<file path="src/rtl/uart_hex_line_tx.sv">
// uart_hex_line_tx: reports a word as an uppercase hex ASCII line (MSB first, then CR LF)
// by driving the byte handshake of a uart_tx serializer one character at a time.
module uart_hex_line_tx #(
   parameter int DATA_W = 32
) (
   input  logic              clk,
   input  logic              rst,
   input  logic [DATA_W-1:0] value,
   input  logic              value_valid,
   output logic              ready,
   output logic [7:0]        tx_data,
   output logic              tx_start,
   input  logic              tx_busy,
   output logic              line_done,
   output logic [15:0]       drop_cnt
);
   localparam int NIBBLES  = DATA_W / 4;
   localparam int LINE_LEN = NIBBLES + 2;
   localparam int IW       = $clog2(LINE_LEN);
   localparam logic [IW-1:0] IDX_LAST_NIB = IW'(NIBBLES - 1);
   localparam logic [IW-1:0] IDX_CR       = IW'(NIBBLES);
   localparam logic [IW-1:0] IDX_LAST     = IW'(LINE_LEN - 1);

   typedef enum logic [1:0] {IDLE, LOAD, WAIT_HI, WAIT_LO} state_t;

   state_t            state_q, state_d;
   logic [IW-1:0]     idx_q, idx_d;
   logic [DATA_W-1:0] shadow_q, shadow_d;
   logic [7:0]        tx_data_q, tx_data_d;
   logic              tx_start_q, tx_start_d;
   logic              line_done_q, line_done_d;
   logic [15:0]       drop_cnt_q, drop_cnt_d;
   logic [3:0]        nib;
   logic [7:0]        cur_char;

   function automatic logic [7:0] hex_ascii(input logic [3:0] n);
      if (n < 4'd10) return 8'h30 + {4'h0, n};
      else           return 8'h37 + {4'h0, n};
   endfunction

   // Digit idx is taken by shifting the wanted nibble down to the bottom; the
   // wrapped shift amount for idx past the digits is never used (CR/LF win).
   always_comb begin
      nib = 4'(shadow_q >> {IDX_LAST_NIB - idx_q, 2'b00});
      if (idx_q == IDX_CR)        cur_char = 8'h0D;
      else if (idx_q == IDX_LAST) cur_char = 8'h0A;
      else                        cur_char = hex_ascii(nib);
   end

   always_comb begin
      state_d     = state_q;
      idx_d       = idx_q;
      shadow_d    = shadow_q;
      tx_data_d   = tx_data_q;
      tx_start_d  = 1'b0;
      line_done_d = 1'b0;
      drop_cnt_d  = drop_cnt_q;

      if (value_valid && (state_q != IDLE) && (drop_cnt_q != 16'hFFFF))
         drop_cnt_d = drop_cnt_q + 16'd1;

      case (state_q)
         IDLE: begin
            if (value_valid) begin
               shadow_d = value;
               idx_d    = '0;
               state_d  = LOAD;
            end
         end
         LOAD: begin
            if (!tx_busy) begin
               tx_data_d  = cur_char;
               tx_start_d = 1'b1;
               state_d    = WAIT_HI;
            end
         end
         // Busy must be seen high first so a late-registered start is not mistaken for completion.
         WAIT_HI: begin
            if (tx_busy) state_d = WAIT_LO;
         end
         WAIT_LO: begin
            if (!tx_busy) begin
               if (idx_q == IDX_LAST) begin
                  line_done_d = 1'b1;
                  state_d     = IDLE;
               end else begin
                  idx_d   = idx_q + IW'(1);
                  state_d = LOAD;
               end
            end
         end
         default: state_d = IDLE;
      endcase
   end

   always_ff @(posedge clk or posedge rst) begin
      if (rst) begin
         state_q     <= IDLE;
         idx_q       <= '0;
         shadow_q    <= '0;
         tx_data_q   <= 8'h00;
         tx_start_q  <= 1'b0;
         line_done_q <= 1'b0;
         drop_cnt_q  <= 16'h0000;
      end else begin
         state_q     <= state_d;
         idx_q       <= idx_d;
         shadow_q    <= shadow_d;
         tx_data_q   <= tx_data_d;
         tx_start_q  <= tx_start_d;
         line_done_q <= line_done_d;
         drop_cnt_q  <= drop_cnt_d;
      end
   end

   assign ready     = (state_q == IDLE);
   assign tx_data   = tx_data_q;
   assign tx_start  = tx_start_q;
   assign line_done = line_done_q;
   assign drop_cnt  = drop_cnt_q;
endmodule

</file>
<file path="config.mk">
export PLATFORM = sky130hd
export DESIGN_NAME = uart_hex_line_tx
export DESIGN_NICKNAME = d
export VERILOG_FILES = /design/src/rtl/uart_hex_line_tx.sv
export SDC_FILE = /design/constraint.sdc
export NUM_CORES = 1
export LEC_CHECK = 0
export BUFFER_PORTS_ARGS = -buffer_cell sky130_fd_sc_hd__buf_2
export CAP_MARGIN = 30
export CORE_UTILIZATION = 55
export DETAILED_ROUTE_END_ITERATION = 8
export PLACE_DENSITY_LB_ADDON = 0.2
export SYNTH_ARGS = -nofsm -noshare
export SYNTH_HDL_FRONTEND = slang
export SYNTH_SLANG_ARGS = --single-unit
</file>
<file path="constraint.sdc">
create_clock -name clk -period 3.4 [get_ports clk]
set_clock_uncertainty 0.2 [all_clocks]
set_input_delay 0.34 -clock clk [delete_from_list [all_inputs] [get_ports clk]]
set_output_delay 0.34 -clock clk [all_outputs]
set_load 0.02 [all_outputs]
</file>
==> flow_metrics.py <==
metrics = {
    "status": {
        "outcome": "complete, no violations",
    },
    "synth": {
        "synth_top_flop_cell": "dfrtp_1",
        "synth_seq_cells": 63,
        "compound_gate_fraction_of_synth_area_pct": 6.96,
        "syn_area_um2": 3090,
        "synth-xor-area-share_pct": 4.25,
        "synth_top_family_by_area": "multiplexers",
        "synth_edf_count": 0,
        "syn_inst_count": 254,
        "synth-simple-area-share_pct": 10.5,
        "yosysSeqAreaShare_pct": 51.0,
        "synth_async_sr_flop_share_pct": 100,
        "synth.distinct_cells": 48,
        "proportion_of_synthesized_area_in_mux_cells_pct": 20.2,
        "synth-adder-area-share_pct": 3.64,
        "syn-num-nets": 299,
        "synth.avg_cell_area_um2": 12.2,
        "yosys_warnings": 0,
    },
    "die": {
        "die_w_um": 77.0,
        "floorplan.die.height_um": 77.0,
        "die-area_um2": 5930,
        "placement_rows": 26,
        "initial_core_util_pct": 58.7,
        "placeableCoreArea_um2": 5270,
        "io_pins": 63,
    },
    "min_path": {
        "min_path_cells": 2,
        "timing.hold.worst.class": "in -> reg",
        "hold_crit_start": "tx_busy",
    },
    "placed_design": {
        "dp_hpwl_mm": 4.28,
        "portBuffers": 61,
        "gp_congestion": 0.832,
    },
    "sta": {
        "grt_setup_unrepaired": "false",
        "tightestPinTransition_ps": 678,
        "post_route_setup_tns_ps": 0,
        "max_clock_freq_mhz": 383,
        "slew_headroom_pct": 54.8,
        "setup_viol_count_final": 0,
        "period_share_pct": 76.8,
        "final_period_minus_worst_setup_slack_ps": 2610,
        "final_hold_viol_count": 0,
        "drv_slew": 0,
    },
    "final_layout": {
        "commonest_non_fill_non_tap_cell_in_the_layout": "dfrtp_1",
        "seqCellArea_um2": 1580,
        "commonest_cells_after_routing_fill_and_taps_aside": "63 x dfrtp_1, 61 x buf_2, 35 x mux2_2, 17 x nand2_1, 14 x mux2i_1",
        "layout-drive-gt1-share_pct": 38.2,
        "number_of_fill_cells_in_the_layout": 413,
        "layout-area-overhead-vs-synth_pct": 18.3,
        "antenna-diode-count": 0,
        "final_net_count": 366,
        "multi_input_comb_area_um2": 1410,
    },
    "setup_path": {
        "critical_path_class": "reg -> reg",
        "regToRegStartpoint": "idx_q[1]$_DFFE_PP0P_",
        "data_arrival_critical_path_ps": 2680,
        "startpoint": "idx_q[1]$_DFFE_PP0P_",
        "reg2reg_setup_slack_ps": 790,
        "number_of_cells_on_the_worst_reg_to_reg_path": 7,
        "timing.critical_path.fanout_max": 11,
        "data_required_time_of_the_worst_path_ps": 3470,
        "worstSetupStartpointType": "flop",
        "nature_of_the_critical_path_endpoint": "flop",
    },
    "cts": {
        "clk_pin_slew_ps": 70,
        "root_buffer_master": "clkbuf_8",
        "clock_path_buffers": 2,
        "tritoncts": "built",
        "clock_latency_ps": 330,
        "cts_inserted_buffers": 9,
        "cts-htree-levels": 3,
        "cts.repair.resized": 0,
        "clock_sink_total": 63,
    },
    "detailed_routing": {
        "drt_first_iter_violations": 81,
        "drt_pre_antenna_iters": 4,
        "detail_route.vias_per_cell": 5.52,
        "routed_wire_length_per_instance_um": 15.1,
        "ant_nets": 0,
        "drt_wl_total_mm": 5.96,
        "route.vias.total": 2182,
        "route.detailed.drc": 0,
    },
    "global_route": {
        "number_of_antenna_violations_at_the_first_check_in_global_routing": 0,
        "groute.usage.overall_pct": 22.5,
        "global_route_wire_length_before_repair_mm": 10.4,
        "number_of_global_route_vias_before_repair": 2200,
        "grt_remaining_overflow": 0,
        "pin_count_of_the_biggest_net_entering_global_routing": 33,
    },
    "power_and_ir_drop": {
        "powerDensity_nw_per_um2": 939,
        "power_mw": 3.44,
        "leakagePower_nw": 1.72,
        "power.ir.vdd_worst_mv": 0.518,
    },
    "flow_run": {
        "cap_violations": 0,
    },
}
[power by group]
part	switching, mW	total (mW)	internal [mW]
Clock	0.276	0.650	0.374
Sequential	0.242	1.31	1.07
Combinational	0.742	1.48	0.737
Total	1.26	3.44	2.18
[final timing paths]
path                                             to
setup / recovery             tx_data[6]$_DFFE_PP0P_
hold / removal                  line_done$_DFF_PP0_
setup reg to reg             tx_data[6]$_DFFE_PP0P_
hold reg to reg              tx_data[5]$_DFFE_PP0P_
max in group asynchronous   shadow_q[0]$_DFFE_PP0P_
min in group asynchronous  drop_cnt[13]$_DFFE_PP0P_
[cell usage after synthesis (6+ instances only)]
library cell,instances,area (µm²)
mux2i_1,14,140
ha_1,9,113
nand3_1,9,45.0
dfrtp_1,63,1580
nand2_1,17,63.8
nor2_1,6,22.5
mux2_2,35,394
xnor2_1,7,61.3
xor2_1,8,70.1
a21oi_1,8,40.0
inv_1,10,37.5
o21ai_0,6,30.0
[worst max-delay path, stage by stage, from the launching register on]
cell and delay [ps]:
dfrtp_1 520, inv_2 150, mux4_2 560, nand2b_1 200
ha_1 220, or3_1 370, a21oi_2 160, a32o_2 170
[sequential cells by signal, summed over array words and instances (netlist names)]
register / count
shadow_q: 32
drop_cnt: 16
tx_data: 7
idx_q: 4
state_q: 2
line_done: 1
tx_start: 1
[cell families after synthesis]
family,count (synthesis)
buffers and inverters,21
AOI/OAI and AO/OA,31
DFF,63
xor gates and xnor gates,15
other,1
and+or+nand+nor,61
adders and majority gates,9
muxes,53
[through the flow]
stage	cells	utilization, %	hold WS (ps)	setup slack [ps]	cell area (µm²)
final	395	69.4	15.8	788	3660
after global routing	395	69.4	10.4	614	3660
after CTS	395	69.4	2.24	785	3660
after detailed placement	379	65.5	219	804	3450
after global placement	379	65.5	207	880	3450
after floorplan	254	-	210	971	3090
[metal layers]
| metal | vias to the layer above | part of all wire, % | GRT usage [%] |
|---|---|---|---|
| li1 | 1038 | - | - |
| met1 | 1063 | 47 | 30.7 |
| met2 | 72 | 46 | 34.0 |
| met3 | 9 | 5.6 | 4.88 |
| met4 | 0 | 1.7 | 11.5 |
| met5 | - | 0 | 0 |
[timing repair]
item | 4_1_cts | 5_1_grt
hold buffers | 1 | 0
hold endpoints to repair | 22 | 0
buffers inserted | 0 | 0
[layout make-up]
class / count / area share [%]
Clock buffer: 12 / 4.24
Inverter: 11 / 1.13
Multi-Input combinational cell: 170 / 38.6
Sequential cell: 63 / 43.1
Clock inverter: 3 / 1.16
Timing Repair Buffer: 66 / 9.44
Tap cell: 70 / 2.39
(Power assumes the default switching activity.)
